### config.mk
export PLATFORM = sky130hd
export DESIGN_NAME = io_stream_bridge
export DESIGN_NICKNAME = d
export VERILOG_FILES = /design/src/rtl/io_stream_pkg.sv /design/src/rtl/stream_fifo.sv /design/src/rtl/io_stream_bridge.sv
export SDC_FILE = /design/constraint.sdc
export NUM_CORES = 1
export LEC_CHECK = 0
export BUFFER_PORTS_ARGS = -buffer_cell sky130_fd_sc_hd__buf_2
export CORE_UTILIZATION = 41
export CTS_CLUSTER_DIAMETER = 60
export DETAILED_ROUTE_END_ITERATION = 8
export GPL_ROUTABILITY_DRIVEN = 0
export PLACE_DENSITY_LB_ADDON = 0.12
export SETUP_SLACK_MARGIN = 0.05
export SLEW_MARGIN = 5
export SYNTH_ARGS = -nofsm -noshare
export SYNTH_HDL_FRONTEND = slang
export SYNTH_SLANG_ARGS = --single-unit
### constraint.sdc
create_clock -name wb_clk_i -period 2.4 [get_ports wb_clk_i]
set_input_delay 0.24 -clock wb_clk_i [delete_from_list [all_inputs] [get_ports wb_clk_i]]
set_output_delay 0.24 -clock wb_clk_i [all_outputs]
set_load 0.03 [all_outputs]
### src/rtl/io_stream_pkg.sv
// io_stream_pkg: packer state encoding and width/ratio helpers for io_stream_bridge
package io_stream_pkg;
   typedef enum logic {FILL = 1'b0, HOLD = 1'b1} pack_state_t;
   function automatic int ratio(input int core_w, input int pad_w);
      return core_w / pad_w;
   endfunction
   function automatic bit width_ok(input int core_w, input int pad_w);
      return pad_w > 0 && core_w >= pad_w && core_w % pad_w == 0;
   endfunction
   function automatic bit depth_ok(input int depth);
      return depth >= 2 && (depth & (depth - 1)) == 0;
   endfunction
   function automatic int cnt_w(input int r);
      return r > 1 ? $clog2(r) : 1;
   endfunction
endpackage

### src/rtl/stream_fifo.sv
// stream_fifo: power-of-two word FIFO with combinational head read and sync active-low reset
module stream_fifo #(
   parameter int WIDTH = 8,
   parameter int DEPTH = 4
) (
   input  logic             clk,
   input  logic             rst_n,
   input  logic             push,
   input  logic [WIDTH-1:0] din,
   input  logic             pop,
   output logic [WIDTH-1:0] dout,
   output logic             full,
   output logic             empty
);
   localparam int PW = DEPTH > 1 ? $clog2(DEPTH) : 1;
   logic [WIDTH-1:0] mem [DEPTH];
   logic [PW-1:0] wr, rd;
   logic [PW:0] cnt;
   logic wr_en, rd_en;
   assign wr_en = push & ~full;
   assign rd_en = pop & ~empty;
   assign full  = cnt == (PW+1)'(DEPTH);
   assign empty = cnt == '0;
   assign dout  = mem[rd];
   // Storage, wrapping pointers and occupancy; push and pop in one cycle leave cnt unchanged
   always_ff @(posedge clk) begin
      if (!rst_n) begin
         wr  <= '0;
         rd  <= '0;
         cnt <= '0;
         for (int i = 0; i < DEPTH; i++) mem[i] <= '0;
      end else begin
         if (wr_en) begin
            mem[wr] <= din;
            wr      <= wr + 1'b1;
         end
         if (rd_en) rd <= rd + 1'b1;
         cnt <= cnt + (PW+1)'(wr_en) - (PW+1)'(rd_en);
      end
   end
endmodule

### src/rtl/io_stream_bridge.sv
// io_stream_bridge: pad-to-core beat packer and core-to-pad word unpacker; define OUT_FIFO_EN for a FIFO_DEPTH-word output buffer, otherwise a single word is held
module io_stream_bridge
   import io_stream_pkg::*;
#(
   parameter int PAD_IN_W   = 8,
   parameter int CORE_IN_W  = 32,
   parameter int PAD_OUT_W  = 16,
   parameter int CORE_OUT_W = 32,
   parameter int FIFO_DEPTH = 4
) (
   input  logic                                           wb_clk_i,
   input  logic                                           wb_rst_ni,
   input  logic                                           pad_in_valid_i,
   input  logic [PAD_IN_W-1:0]                            pad_in_data_i,
   input  logic                                           pad_in_last_i,
   output logic                                           pad_in_ready_o,
   output logic                                           core_in_valid_o,
   output logic [CORE_IN_W-1:0]                           core_in_data_o,
   output logic [ratio(CORE_IN_W, PAD_IN_W)-1:0]          core_in_keep_o,
   output logic                                           core_in_last_o,
   input  logic                                           core_in_ready_i,
   input  logic                                           core_out_valid_i,
   input  logic [CORE_OUT_W-1:0]                          core_out_data_i,
   input  logic                                           core_out_last_i,
   output logic                                           core_out_ready_o,
   output logic                                           pad_out_valid_o,
   output logic [PAD_OUT_W-1:0]                           pad_out_data_o,
   output logic                                           pad_out_last_o,
   input  logic                                           pad_out_ready_i
);
   localparam int IN_R  = ratio(CORE_IN_W, PAD_IN_W);
   localparam int OUT_R = ratio(CORE_OUT_W, PAD_OUT_W);
   localparam int ICW   = cnt_w(IN_R);
   localparam int OCW   = cnt_w(OUT_R);

   if (!width_ok(CORE_IN_W, PAD_IN_W)) begin : g_bad_in
      $error("CORE_IN_W must be a multiple of PAD_IN_W");
   end
   if (!width_ok(CORE_OUT_W, PAD_OUT_W)) begin : g_bad_out
      $error("CORE_OUT_W must be a multiple of PAD_OUT_W");
   end
   if (!depth_ok(FIFO_DEPTH)) begin : g_bad_depth
      $error("FIFO_DEPTH must be a power of two, at least 2");
   end

   logic run;
   // Registered copy of reset: keeps both ready outputs low through reset and raises them on the first edge after release
   always_ff @(posedge wb_clk_i) run <= wb_rst_ni;

   pack_state_t state, state_nx;
   logic [ICW-1:0] cnt_in;
   logic [CORE_IN_W-1:0] in_data;
   logic [IN_R-1:0] in_keep;
   logic in_last, beat, word;
   assign pad_in_ready_o  = run & (state == FILL);
   assign core_in_valid_o = state == HOLD;
   assign core_in_data_o  = in_data;
   assign core_in_keep_o  = in_keep;
   assign core_in_last_o  = in_last;
   assign beat = pad_in_valid_i & pad_in_ready_o;
   assign word = core_in_valid_o & core_in_ready_i;
   // Packer state register
   always_ff @(posedge wb_clk_i) begin
      if (!wb_rst_ni) state <= FILL;
      else state <= state_nx;
   end
   // Packer next state: close the word on its final slot or on a packet end, reopen once the core takes it
   always_comb begin
      state_nx = state;
      state_nx = state == FILL ? (beat && (cnt_in == ICW'(IN_R - 1) || pad_in_last_i) ? HOLD : FILL)
                               : (word ? FILL : HOLD);
   end
   // Packer datapath: write each beat into its slot; clearing after hand-off keeps short packets zero-padded
   always_ff @(posedge wb_clk_i) begin
      if (!wb_rst_ni || word) begin
         in_data <= '0;
         in_keep <= '0;
         in_last <= 1'b0;
         cnt_in  <= '0;
      end else if (beat) begin
         in_data[cnt_in*PAD_IN_W +: PAD_IN_W] <= pad_in_data_i;
         in_keep[cnt_in] <= 1'b1;
         in_last <= pad_in_last_i;
         cnt_in  <= cnt_in + 1'b1;
      end
   end

   logic buf_valid, buf_last, buf_full, push, pop;
   logic [CORE_OUT_W-1:0] buf_data;
   assign core_out_ready_o = run & ~buf_full;
   assign push = core_out_valid_i & core_out_ready_o;

`ifdef OUT_FIFO_EN
   logic buf_empty;
   stream_fifo #(.WIDTH(CORE_OUT_W + 1), .DEPTH(FIFO_DEPTH)) u_fifo (
      .clk   (wb_clk_i),
      .rst_n (wb_rst_ni),
      .push  (push),
      .din   ({core_out_last_i, core_out_data_i}),
      .pop   (pop),
      .dout  ({buf_last, buf_data}),
      .full  (buf_full),
      .empty (buf_empty)
   );
   assign buf_valid = ~buf_empty;
`else
   assign buf_full = buf_valid;
   // Single-word holding register: loads only when empty, so a pop is never refilled in the same cycle
   always_ff @(posedge wb_clk_i) begin
      if (!wb_rst_ni) begin
         buf_valid <= 1'b0;
         buf_data  <= '0;
         buf_last  <= 1'b0;
      end else if (push) begin
         buf_valid <= 1'b1;
         buf_data  <= core_out_data_i;
         buf_last  <= core_out_last_i;
      end else if (pop) begin
         buf_valid <= 1'b0;
      end
   end
`endif

   logic [OCW-1:0] cnt_out;
   logic out_end;
   assign out_end         = cnt_out == OCW'(OUT_R - 1);
   assign pad_out_valid_o = buf_valid;
   assign pad_out_data_o  = buf_data[cnt_out*PAD_OUT_W +: PAD_OUT_W];
   assign pad_out_last_o  = buf_valid & buf_last & out_end;
   assign pop = pad_out_valid_o & pad_out_ready_i & out_end;
   // Unpacker slot counter: steps per pad beat, wraps as the head word retires
   always_ff @(posedge wb_clk_i) begin
      if (!wb_rst_ni) cnt_out <= '0;
      else if (pad_out_valid_o && pad_out_ready_i) cnt_out <= out_end ? '0 : cnt_out + 1'b1;
   end
endmodule
# [Word-level counts from Yosys, hierarchy flattened]
# Cells that the tools add are included.
# W data, S select, Z words.
[classes] n_eq_ne=1 addsub=3 bitwise_logic=12 n_shift=3 reduce_logical=7 order_cmp=2 mux=9
[op_table] operator="$neg A5 Y34" count=1
[op_table] operator="$shift A8 B34 Y32 const A" count=1
[op_table] operator="$shiftx A8 B34 Y32" count=1
[op_table] operator="$bwmux W32" count=1
[op_table] operator="$shiftx A32 B6 Y16" count=1
[op_table] operator="$and A1 B1 Y1" count=9
[op_table] operator="$mux W1" count=7
[op_table] operator="$or A4 B4 Y4" count=1
[op_table] operator="$logic_and A1 B1 Y1" count=3
[op_table] operator="$lt A2 B3 Y1 const B" count=1
[op_table] operator="$add A2 B1 Y2 const B" count=1
[op_table] operator="$demux W1 S2" count=1
[op_table] operator="$eq A2 B2 Y1 const B" count=1
[op_table] operator="$ge A2 B1 Y1 const B" count=1
[op_table] operator="$logic_or A1 B1 Y1" count=2
[op_table] operator="$not A1 Y1" count=2
[op_table] operator="$reduce_bool A2 Y1" count=1
[op_table] operator="$add A1 B1 Y1 const B" count=1
[op_table] operator="$logic_not A1 Y1" count=1
[word_totals] ff_bits=76 out_inout_bits=58

# [Logic depth before layout (Yosys ltp)]
[depth] depth_word=6 ltp_mapped=6 mapped_depth_nobuf=5

# [Worst setup path before layout]
# Ideal clock, no wire load.
[synth_timing] path_type="register to register" from="reg cnt_in[0]" to="reg in_data[16] (netlist: core_in_data_o[16])" setup_ns=0.117 period_less_slack_ns=1.775 arrival_time_ns=1.657 stages_incl_launch_ff=6 slack_ns=0.625 required_time_ns=2.283 path_buffers=1 path_cell_list="dfxtp_1 inv_1 ha_1 and4bb_2 buf_2 a32o_1"
[synth_between] elab_chain_len=3
[synth_rtl] element="from (decl)" line="io_stream_bridge.sv:51" source="logic [ICW-1:0] cnt_in;"
[synth_rtl] element="from (signal assigned)" line="io_stream_bridge.sv:84" source="cnt_in <= cnt_in + 1'b1;"
[synth_rtl] element="$neg A5 Y34 (*)" line="io_stream_bridge.sv:81" source="in_data[cnt_in*PAD_IN_W +: PAD_IN_W] <= pad_in_data_i;"
[synth_rtl] element="$shiftx A8 B34 Y32 or $shift A8 B34 Y32 (tied branches)" line="io_stream_bridge.sv:81"
[synth_rtl] element="$bwmux W32 (*)" line="io_stream_bridge.sv:81"
[synth_rtl] element="to (signal, indexed assignment)" line="io_stream_bridge.sv:81"
[synth_rtl] element="to (decl)" line="io_stream_bridge.sv:52" source="logic [CORE_IN_W-1:0] in_data;"
# Mark *: on every way between the ends. The rest lies on a longest branch, timed or not.
# A chain may end at the register's enable or synchronous reset.

# [Worst setup path in the final report]
[layout_timing] from="reg cnt_in[0]" to="reg in_data[5] (netlist: core_in_data_o[5])"
# Same word-level chain as after synthesis.

==> impl_metrics.csv <==
group,metric,value,unit
cts,cts-root-buf,"clkbuf_8",
global_routing,grt_pass1_wl,11400,um
timing,fin_crit_sh,0.851,
worst_hold_path,hp-class,"primary input to register",
pwr,leakagePower,0.00170,uW
timing,max_freq,0.489,GHz
placement,dp_hpwl,4820,um
cts,clk-insertion-delay-late,350,ps
timing,rsz0062_at_grt,"false",
placement,place_ws,399,ps
timing,setup_violations,0,
cells_and_area,nNetsFinal,469,
synthesis,synth.yosys.seq_area_share,0.493,
critical_path,path_class,"register to register",
timing,max_slew.worst_pin.slew,581,ps
critical_path,critPathRequiredTime,2680,ps
timing,skew,8.25,ps
job,maxCapViolations,0,
synthesis,ys_ff_latch,76,
pwr,powerDensity,678,nW/um^2
global_routing,grt_max_degree,38,
cts,cts_resized,0,
critical_path,critPathMaxFanout,9,
cells_and_area,fin_util,0.534,
drt,drt_iter0_markers,73,
synthesis,avgSynthCellArea,9.80,sq um
cts,hold_buffers,0,
critical_path,worstPathArrival,2320,ps
drt,viasPerCell,4.97,
timing,min_period,2040,ps
drt,wirelength,7110,um
cts,clockBufferDepth,2,
synthesis,synth_async_sr_flop_share,0,
cts,cts_tree,"built",
die,initial_core_util,0.425,
drt,dr.pass1.iters,4,
cts,cts.sinks,76,
synthesis,yosys_warnings,0,
critical_path,cp-end-kind,"register",
synthesis,synth_area,3090,sq um
drt,postRouteAntennaNets,0,
timing,fin_setup_tns,0,ps
drt,route.vias.total,2572,
synthesis,synth_edf_count,0,
die,die_area,7880,sq um
cells_and_area,area_delta_synth_final,25.5,%
global_routing,grt_use_total,0.190,
synthesis,synth_ff_type,"dfxtp_1",
cts,clkTransAtPathRegs,80,ps
synthesis,yosys.cell_types.count,30,
cells_and_area,diodes,0,
cts,cts.htree.levels,3,
cells_and_area,final_common_cell,"buf_2",
timing,slew_viol_final,0,
cells_and_area,final_area,3870,sq um
global_routing,grt_pass1_vias,2424,
synthesis,synthCells,315,
outcome,run_status,"complete, no violations",
global_routing,grt_overflow,0,
placement,io_buffers,105,
die,fp.coreArea,7250,sq um
timing,slew_headroom,0.611,
timing,finalHoldViolCount,0,
placement,placed_cell_area,3670,sq um
cells_and_area,final_cell_mix,"buf_2 (105), nand2_1 (77), dfxtp_1 (76), a21boi_0 (34), a32o_1 (24)",
pwr,vdd_drop_max,0.389,mV
global_routing,antenna_found_initial,0,
synthesis,syn_nets,371,
drt,wl_per_cell,13.8,um
critical_path,startpoint_type,"register",
cts,numCtsBuffers,9,
cells_and_area,drive_gt1_frac,0.349,
timing,fin_ws,357,ps
die,io_pins,106,
die,fp-row-count,31,
cts,post_cts_buffers,0,
pwr,finalPower,2620,uW
die,fp.dieH,88.8,um
die,fp.dieW,88.8,um
drt,remaining_drc_errors,0,
==> power breakdown <==
group	switching [uW]	internal (uW)
logic	201	122
clock network	487	485
registers	27.0	1300
total	715	1910
==> cells by family after synthesis <==
logic type                 Yosys count  share of synthesized area
and+or+nand+nor                    114                      0.179
AOI/OAI and AO/OA                   73                      0.189
adders and majority gates            8                     0.0324
DFF                                 76                      0.493
xor gates and xnor gates             2                    0.00568
muxes                               18                     0.0649
buffers and inverters               24                     0.0365
==> layer usage <==
layer  wire (um)  vias up  part of all wire  global-route usage
li1            -     1299                 -                   -
met1        3200     1189              0.45               0.232
met2        3360       78              0.47               0.313
met3         496        6             0.070              0.0700
met4          62        0            0.0087              0.0587
met5           0        -                 0                   0
==> final cells by class <==
class,count,area [sq um]
clock buffers,9,124
clock inverters,7,75.1
fillers,711,3380
inverters,2,7.51
multi-input cells,215,1450
flip-flops and latches,76,1520
well taps,99,124
repair buffers,109,568
==> through the flow <==
stage / instances / hold slack, ps
after CTS: 517 / 110
after global routing: 517 / 113
final: 517 / 131
after detailed placement: 501 / 442
after floorplan: 315 / 268
after global placement: 501 / 439
==> flip-flops by register name, indices dropped and copies added (netlist names), 2 cells and up <==
name            cells
core_in_data_o     32
core_in_keep_o      4
cnt_in              2
buf_data           32
==> final timing paths <==
check / start / slack (ps) / depth (start not counted) / end
worst max-delay path: cnt_in[0] / 360 / 5 / core_in_data_o[5]
worst min-delay path: core_out_data_i[27] / 130 / 3 / buf_data[27]
worst max register to register: cnt_in[0] / 360 / 5 / core_in_data_o[5]
worst min register to register: core_in_data_o[6] / 450 / 2 / core_in_data_o[6]
==> worst max-delay path, cell delays in order, from the launching register on <==
cell,delay [ps]
dfxtp_1,530
inv_1,210
ha_1,440
nor3b_2,490
nand3_1,140
a21oi_1,150
==> cells in the mapped netlist (all sizes together) (4+ instances only) <==
| cell type | n | area share |
|---|---|---|
| nand3 | 8 | 0.013 |
| a32o | 24 | 0.078 |
| buf | 11 | 0.021 |
| ha | 8 | 0.032 |
| clkbuf | 11 | 0.013 |
| dfxtp | 76 | 0.49 |
| mux2 | 16 | 0.058 |
| a21boi | 34 | 0.083 |
| and4b | 4 | 0.013 |
| nor2 | 11 | 0.013 |
| nand2 | 77 | 0.094 |
| a21oi | 13 | 0.021 |
Note: power is estimated with default switching activity, not from simulation.
